$ cat config.mk
export PLATFORM = sky130hd
export DESIGN_NAME = regfile_multiport
export DESIGN_NICKNAME = d
export VERILOG_FILES = /design/src/rtl/regfile_pkg.sv /design/src/rtl/regfile_scoreboard.sv /design/src/rtl/regfile_multiport.sv
export SDC_FILE = /design/constraint.sdc
export NUM_CORES = 2
export LEC_CHECK = 0
export CAP_MARGIN = 0
export CORE_ASPECT_RATIO = 0.75
export CORE_MARGIN = 2
export CORE_UTILIZATION = 45
export DETAILED_ROUTE_END_ITERATION = 7
export PLACE_DENSITY = 0.74
export RECOVER_POWER = 100
export SLEW_MARGIN = 10
export SYNTH_ARGS = -nofsm -noshare
export SYNTH_HDL_FRONTEND = slang
export SYNTH_HIERARCHICAL = 1
export SYNTH_SLANG_ARGS = --single-unit
$ cat constraint.sdc
create_clock -name clk -period 4.4 [get_ports clk]
set_clock_uncertainty 0.05 [all_clocks]
set_input_delay 0.44 -clock clk [delete_from_list [all_inputs] [get_ports clk]]
set_output_delay 0.44 -clock clk [all_outputs]
set_load 0.02 [all_outputs]
$ cat src/rtl/regfile_pkg.sv
// regfile_pkg: default sizes, width helpers and port array types for the register file
package regfile_pkg;

    localparam int DW_DEF     = 32;
    localparam int DEPTH_DEF  = 32;
    localparam int NUM_RD_DEF = 2;

    function automatic int aw(int depth);
        return depth > 1 ? $clog2(depth) : 1;
    endfunction

    function automatic int cw(int depth);
        return $clog2(depth + 1);
    endfunction

    function automatic logic in_range(logic [31:0] a, int depth);
        return a < 32'(depth);
    endfunction

    typedef logic [NUM_RD_DEF-1:0][aw(DEPTH_DEF)-1:0] rd_addr_t;
    typedef logic [NUM_RD_DEF-1:0][DW_DEF-1:0]        rd_data_t;

endpackage

$ cat src/rtl/regfile_scoreboard.sv
// regfile_scoreboard: pending-write busy bits with issue-over-write priority and a registered popcount
module regfile_scoreboard
    import regfile_pkg::*;
#(
    parameter int DEPTH    = DEPTH_DEF,
    parameter int ZERO_REG = 1,
    localparam int AW = aw(DEPTH),
    localparam int CW = cw(DEPTH)
) (
    input  logic             clk,
    input  logic             reset,
    input  logic             wr_en,
    input  logic [AW-1:0]    wr_addr,
    input  logic             iss_en,
    input  logic [AW-1:0]    iss_addr,
    output logic [DEPTH-1:0] busy,
    output logic [CW-1:0]    busy_cnt
);

    logic [DEPTH-1:0] busy_nxt;
    logic [CW-1:0]    cnt_nxt;

    // next busy vector: write clears, a same-address issue then sets it again
    always_comb begin
        busy_nxt = busy;
        if (wr_en && in_range(32'(wr_addr), DEPTH)) busy_nxt[wr_addr] = 1'b0;
        if (iss_en && in_range(32'(iss_addr), DEPTH)) busy_nxt[iss_addr] = 1'b1;
        if (ZERO_REG != 0) busy_nxt[0] = 1'b0;
        cnt_nxt = '0;
        for (int i = 0; i < DEPTH; i++) cnt_nxt = cnt_nxt + CW'(busy_nxt[i]);
    end

    // count tracks the next-state vector so it always matches the stored bits
    always_ff @(posedge clk or negedge reset) begin
        if (!reset) begin
            busy     <= '0;
            busy_cnt <= '0;
        end else begin
            busy     <= busy_nxt;
            busy_cnt <= cnt_nxt;
        end
    end

endmodule

$ cat src/rtl/regfile_multiport.sv
// regfile_multiport: multi-read single-write register file with bypass, hazard flags and debug port
module regfile_multiport
    import regfile_pkg::*;
#(
    parameter int DW       = DW_DEF,
    parameter int DEPTH    = DEPTH_DEF,
    parameter int NUM_RD   = NUM_RD_DEF,
    parameter int ZERO_REG = 1,
    localparam int AW = aw(DEPTH),
    localparam int CW = cw(DEPTH)
) (
    input  logic                        clk,
    input  logic                        reset,
    input  logic [NUM_RD-1:0][AW-1:0]   rd_addr,
    output logic [NUM_RD-1:0][DW-1:0]   rd_data,
    output logic [NUM_RD-1:0]           rd_busy,
    input  logic                        wr_en,
    input  logic [AW-1:0]               wr_addr,
    input  logic [DW-1:0]               wr_data,
    input  logic                        iss_en,
    input  logic [AW-1:0]               iss_addr,
    input  logic [AW-1:0]               dbg_sel,
    output logic [DW-1:0]               dbg_data,
    output logic [CW-1:0]               busy_cnt
);

    logic [DW-1:0]    mem [DEPTH];
    logic [DEPTH-1:0] busy;
    logic             we;

    assign we = wr_en && in_range(32'(wr_addr), DEPTH) && !(ZERO_REG != 0 && wr_addr == '0);

    regfile_scoreboard #(.DEPTH(DEPTH), .ZERO_REG(ZERO_REG)) u_sb (
        .clk      (clk),
        .reset    (reset),
        .wr_en    (wr_en),
        .wr_addr  (wr_addr),
        .iss_en   (iss_en),
        .iss_addr (iss_addr),
        .busy     (busy),
        .busy_cnt (busy_cnt)
    );

    // storage and debug snapshot; debug sees the pre-write value
    always_ff @(posedge clk or negedge reset) begin
        if (!reset) begin
            for (int i = 0; i < DEPTH; i++) mem[i] <= '0;
            dbg_data <= '0;
        end else begin
            if (we) mem[wr_addr] <= wr_data;
            dbg_data <= in_range(32'(dbg_sel), DEPTH) ? mem[dbg_sel] : '0;
        end
    end

    for (genvar i = 0; i < NUM_RD; i++) begin : g_rd
        logic valid, hit;
        assign valid      = in_range(32'(rd_addr[i]), DEPTH) && !(ZERO_REG != 0 && rd_addr[i] == '0);
        assign hit        = wr_en && wr_addr == rd_addr[i];
        assign rd_data[i] = !valid ? '0 : hit ? wr_data : mem[rd_addr[i]];
        assign rd_busy[i] = valid && busy[rd_addr[i]] && !hit;
    end

endmodule

==> summary.txt <==
Run status
  • Status: finished with violations
  • Failing checks: max-capacitance violations, max-slew violations, negative setup slack

Finish
  • Area of the multi-input gates: ~37,000 um^2
  • Layout cells sized above 1: 0.518
  • Area added between synthesis and finish: 14.3%
  • Most frequent cells in the layout: dfrtp_1 (1,093), mux2_2 (1,040), mux4_2 (745), buf_4 (339), mux2i_1 (237)
  • Layout Nets: around 4.8k
  • Most common cell after layout, fill and taps aside: dfrtp_1
  • Register area: ~27,000 um^2
  • Finished Core Util: 0.519
  • # fillers: approximately 12k
  • Final Instance Count excl. Fillers: about 6.8k

Min path
  • Min-Delay Path Class: in -> reg
  • Hold path startpoint: iss_addr[2]

Place
  • Placed cells: approximately 6.6k
  • Post-detail-place hpwl: approximately 160,000 um
  • Port bufs: 164
  • Gpl congestion: around 0.96

CTS
  • Clock Tree Root: clkbuf_16
  • H-tree depth: 3
  • Max Buffers Root-to-Sink: 3
  • Clock-pin slew on the worst setup and hold paths: around 60 ps
  • CTS buffer count: around 110
  • TritonCTS clock tree: built
  • Num Clock Sinks: about 1.1k
  • Skew-Pair Late Insertion Delay: ~790 ps

STA
  • Slew at the pin closest to its max-slew limit: 2370 ps
  • # setup viols final: 5
  • Final Worst Setup Slack: -417 ps
  • Crit path time final: a little under 5000 ps
  • TNS Setup: -1480 ps
  • Fin Hold WS: roughly 150 ps
  • Relative slew slack: -0.582
  • RSZ-0062 raised after global routing: yes
  • Final worst-path cycle share: 1.09
  • Hold Fails Final Rpt: 0
  • Max Clk Rate: slightly above 200 MHz
  • Fin. max-slew vios: 60

Worst setup path
  • Critical Path End Type: register
  • Reg2reg start: u_sb/busy[14]
  • WP data arrival: 5470 ps
  • Worst setup SP type: input pin
  • Worst-path maximum fanout: 3
  • Data required, critical path: roughly 5100 ps
  • Worst Setup Path Type: in -> reg
  • Critical Path Source: iss_addr[4]

Power and ir drop
  • Static Leak: 32.1 nW
  • Pwr dens: ~500 nW/um^2
  • Worst IR drop on VDD: ~1700 uV

Yosys
  • Ys async rst share: 1.00
  • Seq cells post-synth: ~1.1k
  • Share of Yosys cell area claimed by the top area cell type: 0.408
  • Net Count, Synth: between 4k and 5k
  • Seq/Total Area, Yosys: 0.408
  • Main flop type after synthesis: dfrtp_1
  • Ys Warns: 6
  • Synth Cell Area: ~67,000 um^2
  • Number of synthesized flops with an enable pin: 0
  • Synth top area cells: dfrtp_1 (41%), mux4_2 (25%), mux2_2 (17%)
  • Mean area per synthesized cell: roughly 15 um^2
  • Area leader, netlist: dfrtp_1
  • Yosys cell types: 66
  • Cells after Synth: ~4.6k

Route
  • Antenna viol nets, final: 0
  • Residual DRC count: 0
  • DRT Pass-1 Iters: 6
  • Drt wl/cell: 36.3 um
  • Drt initial violations: approximately 6.9k
  • Vias per cell: just over 7
  • Drt total wl: 247,000 um
  • DR vias: 48.5k

Global route
  • Gr usage total: 0.323
  • GR peak layer: met2
  • Gr ovfl total: 0
  • Met1 Use GR: 0.430
  • Initial antenna violation count: 9
  • Pin count of the biggest net entering global routing: roughly 120
  • Global Route met2 Usage: 0.449
  • Vias in the first global route: between 40k and 50k
  • First-pass GRT wire length: 358,000 um
  • Global routing met3 resource utilization: 0.130

Floorplan
  • Row count: ~120
  • Starting Density: 0.454
  • CORE AREA: ~150,000 um^2
  • Die Height: about 340 um
  • Io pins: about 170
  • Total die area: about 150,000 um^2
  • Die width: 450 um

Run
  • Maxcap violations: 1
[logic make-up after synthesis]
kind of cell | Yosys count | share of synthesized area
muxes | 2022 | 0.461
DFF | 1093 | 0.408
buffers and inverters | 551 | 0.0384
AOI/OAI and AO/OA | 508 | 0.0543
and+or+nand+nor | 360 | 0.0279
adders and majority gates | 32 | 0.00855
xor gates and xnor gates | 13 | 0.00170
other | 1 | 0.0000560
[through the flow]
step	worst slack (ps)	total power, mW	area [um^2]
2_1_floorplan	-794	22.5	67000
3_3_place_gp	-1590	26.5	72500
3_5_place_dp	-1620	26.7	72500
4_1_cts	-433	37.4	76600
5_1_grt	-543	39.4	76600
6_report	-417	37.9	76600
[layout make-up]
cell class | instances | share of cell area
sequential | 1093 | 0.357
clock buffer | 159 | 0.0425
tap | 1984 | 0.0324
multi-input combinational | 2937 | 0.488
timing repair buffer | 552 | 0.0688
clock inverter | 48 | 0.00936
inverter | 31 | 0.00152
antenna | 5 | 0.000163
[critical path, cell delays in order]
cell and delay [ps]:
dlygate4sd2_1 260, or3b_2 550, o21ai_2 200, fa_1 440, inv_2 80, fa_2 440
fa_1 500, inv_2 40, fa_2 580, fa_1 410, fa_1 540, ha_4 150
inv_2 40, fa_2 360, nand2b_4 150, a21oi_2 120, xor2_1 140
[power by group]
| part | internal, mW | switching, mW | total (mW) | leakage, nW |
|---|---|---|---|---|
| registers | 12.1 | 1.89 | 14.0 | 14.0 |
| logic | 7.35 | 6.04 | 13.4 | 16.1 |
| clock network | 6.09 | 4.40 | 10.5 | 1.93 |
| total | 25.5 | 12.3 | 37.9 | 32.1 |
[layer usage]
layer	up-vias	wire [um]
met2	3684	104000
li1	18516	-
met3	913	35100
met1	25347	91300
met4	8	16500
met5	-	190
[timing repair]
| action | in CTS | in global routing |
|---|---|---|
| setup endpoints to repair | 6 | 5 |
| endpoints found under the hold margin | 53 | 0 |
| gates resized for setup | 44 | 20 |
| pin swaps | 2 | 11 |
| hold buffers | 1 | 0 |
| cloned | 2 | 0 |
| buffers inserted | 4 | 4 |
[sequential cells by signal (all words and copies together) (netlist names)]
| register | count |
|---|---|
| mem | 1024 |
| dbg_data | 32 |
| u_sb/busy | 31 |
| u_sb/busy_cnt | 6 |
[final timing paths]
path                                     to  slack [ps]  cells after the start
max in group asynchronous          mem[363]        1740                      3
setup / recovery           u_sb/busy_cnt[4]        -420                     17
min in group asynchronous          mem[483]         850                      2
hold / removal                u_sb/busy[10]         150                      4
setup reg to reg           u_sb/busy_cnt[4]        -410                     15
hold reg to reg                   mem[1004]         360                      0
[synth_stat cells (13+ instances only)]
cell,instances
a221o_1,43
and2_1,16
dfrtp_1,1093
nand3_1,29
and3_1,19
a21oi_1,28
nor2b_1,29
nand3b_1,15
a22o_1,15
o21ai_0,111
a211oi_1,51
nor2_1,61
o211ai_1,13
buf_4,33
buf_6,29
buf_1,71
o21a_1,24
mux2_2,1040
a221oi_1,75
nand2_1,81
buf_2,128
fa_1,23
mux4_2,745
clkbuf_1,257
o22ai_1,47
mux2i_1,237
inv_1,28
a22oi_1,45
nor3_1,53
No activity file was read; power rests on OpenSTA's default activity.
